$ cat src/rtl/npu_pkg.sv
// Shared NPU definitions: default array geometry, the packed result-row type
// and a lane slice helper.
package npu_pkg;

  localparam int NPU_N         = 8;
  localparam int NPU_ACC_WIDTH = 32;

  typedef logic [NPU_N*NPU_ACC_WIDTH-1:0] row_t;

  function automatic logic [NPU_ACC_WIDTH-1:0] lane_of(input row_t row, input int j);
    return row[j*NPU_ACC_WIDTH +: NPU_ACC_WIDTH];
  endfunction

endpackage

$ cat src/rtl/sync_fifo.sv
// Single-clock FIFO with wrap-bit pointers, occupancy count and same-cycle
// push/pop (a push into a full FIFO is accepted when a pop happens alongside).
module sync_fifo #(
  parameter int WIDTH = 32,
  parameter int DEPTH = 16
) (
  input  logic                       clk,
  input  logic                       rst_n,
  input  logic                       push,
  input  logic [WIDTH-1:0]           push_data,
  input  logic                       pop,
  output logic [WIDTH-1:0]           pop_data,
  output logic                       empty,
  output logic                       full,
  output logic [$clog2(DEPTH):0]     count
);

  localparam int AW = $clog2(DEPTH);
  localparam logic [AW:0] PTR_ONE = (AW+1)'(1);

  logic [WIDTH-1:0] mem [DEPTH];
  logic [AW:0]      wr_ptr;
  logic [AW:0]      rd_ptr;
  logic             do_push;
  logic             do_pop;

  assign empty    = (wr_ptr == rd_ptr);
  assign full     = (wr_ptr[AW] != rd_ptr[AW]) && (wr_ptr[AW-1:0] == rd_ptr[AW-1:0]);
  assign count    = wr_ptr - rd_ptr;
  assign pop_data = mem[rd_ptr[AW-1:0]];

  assign do_pop  = pop && !empty;
  assign do_push = push && (!full || do_pop);

  always_ff @(posedge clk) begin
    if (!rst_n) begin
      wr_ptr <= '0;
      rd_ptr <= '0;
    end else begin
      if (do_push) wr_ptr <= wr_ptr + PTR_ONE;
      if (do_pop)  rd_ptr <= rd_ptr + PTR_ONE;
    end
  end

  // storage carries no reset; only the pointers define what is valid
  always_ff @(posedge clk) begin
    if (do_push) mem[wr_ptr[AW-1:0]] <= push_data;
  end

endmodule

$ cat src/rtl/systolic_result_collector.sv
// De-skews time-skewed systolic column results into rows, buffers them and
// streams them out with a tile-end marker. Optional clamp: COLLECTOR_RELU_EN.
module systolic_result_collector
  import npu_pkg::*;
#(
  parameter int N         = NPU_N,
  parameter int ACC_WIDTH = NPU_ACC_WIDTH,
  parameter int DEPTH     = 16,
  parameter int AF_MARGIN = 8
) (
  input  logic                     clk,
  input  logic                     rst_n,
  input  logic [N-1:0]             col_valid,
  input  logic [N*ACC_WIDTH-1:0]   y_in,
  input  logic [15:0]              tile_rows,
  output logic                     m_valid,
  input  logic                     m_ready,
  output logic [N*ACC_WIDTH-1:0]   m_data,
  output logic                     m_last,
  output logic [$clog2(DEPTH):0]   fifo_count,
  output logic                     almost_full,
  output logic                     overflow_err,
  output logic                     misalign_err,
  input  logic                     clear_err
);

  localparam int RW = N*ACC_WIDTH;
  localparam int CW = $clog2(DEPTH)+1;
  localparam logic [CW-1:0] AF_LEVEL = CW'(DEPTH-AF_MARGIN);

  logic [RW-1:0] al_row;
  logic [RW-1:0] wr_row;
  logic [RW-1:0] head_row;
  logic [N-1:0]  al_v;
  logic          all_v;
  logic          any_v;
  logic          fifo_empty;
  logic          fifo_full;
  logic          push;
  logic          pop;
  logic          ovf_event;
  logic          mis_event;
  logic [15:0]   row_cnt;

  // lane j is delayed N-1-j cycles so every lane of a vector lines up
  for (genvar j = 0; j < N; j++) begin : g_lane
    localparam int D = N-1-j;
    if (D == 0) begin : g_pass
      assign al_row[j*ACC_WIDTH +: ACC_WIDTH] = y_in[j*ACC_WIDTH +: ACC_WIDTH];
      assign al_v[j] = col_valid[j];
    end else begin : g_dly
      logic [ACC_WIDTH-1:0] d_q [D];
      logic [D-1:0]         v_q;

      always_ff @(posedge clk) begin
        d_q[0] <= y_in[j*ACC_WIDTH +: ACC_WIDTH];
        for (int k = 1; k < D; k++) d_q[k] <= d_q[k-1];
      end

      always_ff @(posedge clk) begin
        if (!rst_n) v_q <= '0;
        else        v_q <= (v_q << 1) | D'(col_valid[j]);
      end

      assign al_row[j*ACC_WIDTH +: ACC_WIDTH] = d_q[D-1];
      assign al_v[j] = v_q[D-1];
    end
  end

  assign all_v = &al_v;
  assign any_v = |al_v;

`ifdef COLLECTOR_RELU_EN
  always_comb begin
    wr_row = al_row;
    for (int j = 0; j < N; j++) begin
      if (al_row[j*ACC_WIDTH + ACC_WIDTH-1]) wr_row[j*ACC_WIDTH +: ACC_WIDTH] = '0;
    end
  end
`else
  assign wr_row = al_row;
`endif

  assign pop       = m_valid && m_ready;
  assign push      = all_v && (!fifo_full || pop);
  assign ovf_event = all_v && fifo_full && !pop;
  assign mis_event = any_v && !all_v;

  sync_fifo #(
    .WIDTH (RW),
    .DEPTH (DEPTH)
  ) u_fifo (
    .clk       (clk),
    .rst_n     (rst_n),
    .push      (push),
    .push_data (wr_row),
    .pop       (pop),
    .pop_data  (head_row),
    .empty     (fifo_empty),
    .full      (fifo_full),
    .count     (fifo_count)
  );

  assign m_valid     = !fifo_empty;
  assign m_data      = m_valid ? head_row : '0;
  assign almost_full = (fifo_count >= AF_LEVEL);

  // tile_rows == 0 disables the marker and lets the counter free-run
  assign m_last = m_valid && (tile_rows != 16'd0) && (row_cnt == tile_rows - 16'd1);

  always_ff @(posedge clk) begin
    if (!rst_n)     row_cnt <= '0;
    else if (pop)   row_cnt <= m_last ? 16'd0 : row_cnt + 16'd1;
  end

  // a new error event outranks a clear in the same cycle
  always_ff @(posedge clk) begin
    if (!rst_n) begin
      overflow_err <= 1'b0;
      misalign_err <= 1'b0;
    end else begin
      overflow_err <= ovf_event || (overflow_err && !clear_err);
      misalign_err <= mis_event || (misalign_err && !clear_err);
    end
  end

endmodule

$ cat config.mk
export PLATFORM = sky130hd
export DESIGN_NAME = systolic_result_collector
export DESIGN_NICKNAME = d
export VERILOG_FILES = /design/src/rtl/npu_pkg.sv /design/src/rtl/sync_fifo.sv /design/src/rtl/systolic_result_collector.sv
export SDC_FILE = /design/constraint.sdc
export NUM_CORES = 2
export LEC_CHECK = 0
export CAP_MARGIN = 20
export CORE_MARGIN = 4
export CORE_UTILIZATION = 25
export DETAILED_ROUTE_END_ITERATION = 8
export PLACE_DENSITY = 0.48
export SYNTH_ARGS = -nofsm -noshare
export SYNTH_HDL_FRONTEND = slang
export SYNTH_MEMORY_MAX_BITS = 65536
export SYNTH_SLANG_ARGS = --single-unit
$ cat constraint.sdc
create_clock -name clk -period 33.6 [get_ports clk]
set_clock_uncertainty 0.2 [all_clocks]
set_input_delay 6.72 -clock clk [delete_from_list [all_inputs] [get_ports clk]]
set_output_delay 6.72 -clock clk [all_outputs]
set_load 0.01 [all_outputs]
==> results.py <==
metrics = {
    "outcome": {
        "status": "finished clean",
    },
    "critical_path": {
        "r2r_cells": 11,
        "reg2reg_to": "u_fifo.mem[13][140]",
        "crit_type": "in2out",
        "reg2reg_from": "u_fifo.wr_ptr[2]",
        "worstPathArrival_ps": 9740,
        "regToRegSetupSlack_ps": 26230,
        "critPathMaxFanout": 7,
        "crit_path_end_kind": "output pin",
        "critPathRequiredTime_ps": 26680,
        "crit_path_start_kind": "primary input",
    },
    "route": {
        "drt_iter0_markers": 6112,
        "drt_drc_violations_left": 0,
        "vias_per_cell": 4.285,
        "ant_nets": 0,
        "first_pass_iters": 5,
        "routed_wl_mm": 438.0,
        "routed-via-count": 76674,
        "wl_per_cell_um": 24.48,
    },
    "clock_tree": {
        "holdBufCountCts": 0,
        "cts_root_buf": "clkbuf_16",
        "cts_tree": "yes",
        "cts_resized": 0,
        "cts_setup_buffers": 0,
        "clockBufferDepth": 4,
        "cts.sink_count": 5052,
        "path_clk_slew_ps": 60,
        "htree_levels": 6,
        "numCtsBuffers": 553,
        "clkLatencyLatePin_ps": 1030,
    },
    "cells_and_area": {
        "drive_above_1_share_pct": 27.05,
        "fillers": 66759,
        "final_common_cell": "edfxtp_1",
        "final_cell_mix": "4096 x edfxtp_1, 1280 x mux4_2, 952 x dfxtp_1",
        "regArea_um2": 142200,
        "multiInputGateArea_um2": 32250,
        "syn2layout_area_growth_pct": 20.54,
        "nets": 8443,
    },
    "synthesis": {
        "ys.flop_type": "edfxtp_1",
        "synth_cells": 7174,
        "syn_area_um2": 175600,
        "yosys_warnings": 0,
        "synth_edf_count": 4096,
        "async_flop_share_pct": 0,
        "yosysSeqAreaShare_pct": 80.96,
        "ys_seq_elements": 5052,
        "synth_cell_types": 58,
        "avgSynthCellArea_um2": 24.47,
        "syn_nets": 7471,
    },
    "grt": {
        "grt_pass1_vias": 82389,
        "overflow": 0,
        "grt_use_total_pct": 11.87,
        "grt_start_max_net_pins": 138,
        "antenna_found_initial": 45,
        "grt_pass1_wl_mm": 622.3,
    },
    "floorplan": {
        "ios": 550,
        "coreArea_um2": 699500,
        "start_util_pct": 25.10,
        "fp.dieArea_um2": 715800,
        "die_h_um": 846.0,
        "dieWidth_um": 846.0,
        "rows": 307,
    },
    "timing": {
        "max_freq_mhz": 60.02,
        "finalCriticalPeriod_ps": 16660,
        "slew_violations": 0,
        "final-setup-viol-count": 0,
        "period_share_pct": 49.58,
        "rsz0062_at_grt": "no",
        "maxSlewHeadroom_pct": 30.88,
        "tightest_slew_ps": 1037,
        "tns_ps": 0,
        "fin_hold_ws_ps": 104.6,
        "hold_violations": 0,
    },
    "min_path": {
        "hold_class": "reg2reg",
        "hold_end": "g_lane[1].g_dly.d_q[1][17]",
        "holdPathStages": 0,
        "hp-start": "g_lane[1].g_dly.d_q[0][17]",
    },
    "placed_design": {
        "hpwl_mm": 231.5,
        "port_buffers": 549,
        "gp_congestion": 0.7317,
    },
    "pwr": {
        "p_leak_nw": 64.62,
        "power.density_nw_per_um2": 61.23,
        "ir_drop_mv": 0.04492,
    },
    "flow_run": {
        "drv_cap": 0,
    },
}
==> flip-flops by register name, indices dropped and copies added (netlist names), named ones only <==
signal / cells
g_lane.g_dly.d_q: 896
g_lane.g_dly.v_q: 28
misalign_err: 1
overflow_err: 1
row_cnt: 16
u_fifo.mem: 4096
u_fifo.rd_ptr: 5
u_fifo.wr_ptr: 5
==> Yosys cell counts (7+ instances only) <==
master / instances / area, um2
buf_2: 17 / 85.08
nand4_1: 12 / 75.07
nand2_1: 22 / 82.58
xnor2_1: 22 / 192.7
xor2_1: 22 / 192.7
clkbuf_1: 231 / 867.1
edfxtp_1: 4096 / 123000
inv_1: 12 / 45.04
dfxtp_1: 956 / 19140
a21oi_1: 9 / 45.04
nor3_1: 7 / 35.03
mux4_2: 1280 / 28830
nor2_2: 10 / 62.56
buf_1: 74 / 277.8
and2_1: 286 / 1789
ha_1: 12 / 150.1
nor2_1: 40 / 150.1
==> per-layer routing <==
layer	share of wire (%)	wire length [um]	GRT usage [%]	vias to the layer above
met1	42	185800	15.63	42174
met5	0.017	75	0	-
met4	2.1	9047	2.591	12
met2	51	221500	20.59	1965
li1	-	-	-	31914
met3	4.9	21590	1.936	609
==> area by class of cell <==
type                            instances  share of cell area [%]
Multi-Input combinational cell       1785                   15.24
Antenna cell                            9                 0.01064
Tap cell                             9270                   5.480
Clock buffer                          779                   7.348
Clock inverter                        244                   1.295
Timing Repair Buffer                  741                   3.437
Inverter                               13                 0.02306
Sequential cell                      5052                   67.17
==> report_power, final <==
group / internal, mW / switching [mW]
Sequential: 6.81 / 0.0688
Combinational: 0.0311 / 0.0207
Clock: 3.52 / 2.51
==> kinds of logic (layout without fill, tap and decap cells) <==
| family | Yosys count | after routing | synth area share (%) |
|---|---|---|---|
| AO/OA/AOI/OAI | 31 | 31 | 0.1418 |
| other | 0 | 9 | 0 |
| buffers and inverters | 337 | 1777 | 0.7390 |
| XOR/XNOR | 44 | 44 | 0.2195 |
| multiplexers | 1282 | 1282 | 16.43 |
| AND/OR/NAND/NOR | 415 | 415 | 1.415 |
| adder cells (fa/ha/maj) | 13 | 13 | 0.09692 |
| flip-flops | 5052 | 5052 | 80.96 |
==> metrics by stage <==
stage / setup slack [ps] / util, % / area [um2] / instances / total power, mW
2_1_floorplan: 7371 / - / 175600 / 7174 / 6.987
3_3_place_gp: 16840 / 27.62 / 193200 / 16856 / 7.060
3_5_place_dp: 16960 / 27.62 / 193200 / 16857 / 7.069
4_1_cts: 16960 / 30.24 / 211500 / 17880 / 13.15
5_1_grt: 16790 / 30.26 / 211600 / 17888 / 13.42
6_report: 16940 / 30.26 / 211600 / 17893 / 12.96
==> worst max-delay path, stage by stage <==
cell             delay (ps)
clkdlybuf4s50_1         530
or4_4                   570
or4_1                   420
a211o_1                 330
a22oi_2                 230
nand4_4                 180
nor2_1                  180
clkdlybuf4s50_1         560
==> worst max-delay path by stage <==
| stage | endpoint | start | cells past startpoint |
|---|---|---|---|
| global route | m_last | tile_rows[10] | 8 |
| detailed placement | m_last | tile_rows[9] | 8 |
| CTS | m_last | tile_rows[9] | 8 |
| floorplan | u_fifo.mem[3][0] | col_valid[7] | 4 |
| global placement | m_last | tile_rows[8] | 8 |
| finish | m_last | tile_rows[8] | 8 |
No activity file was read; power rests on OpenSTA's default activity.
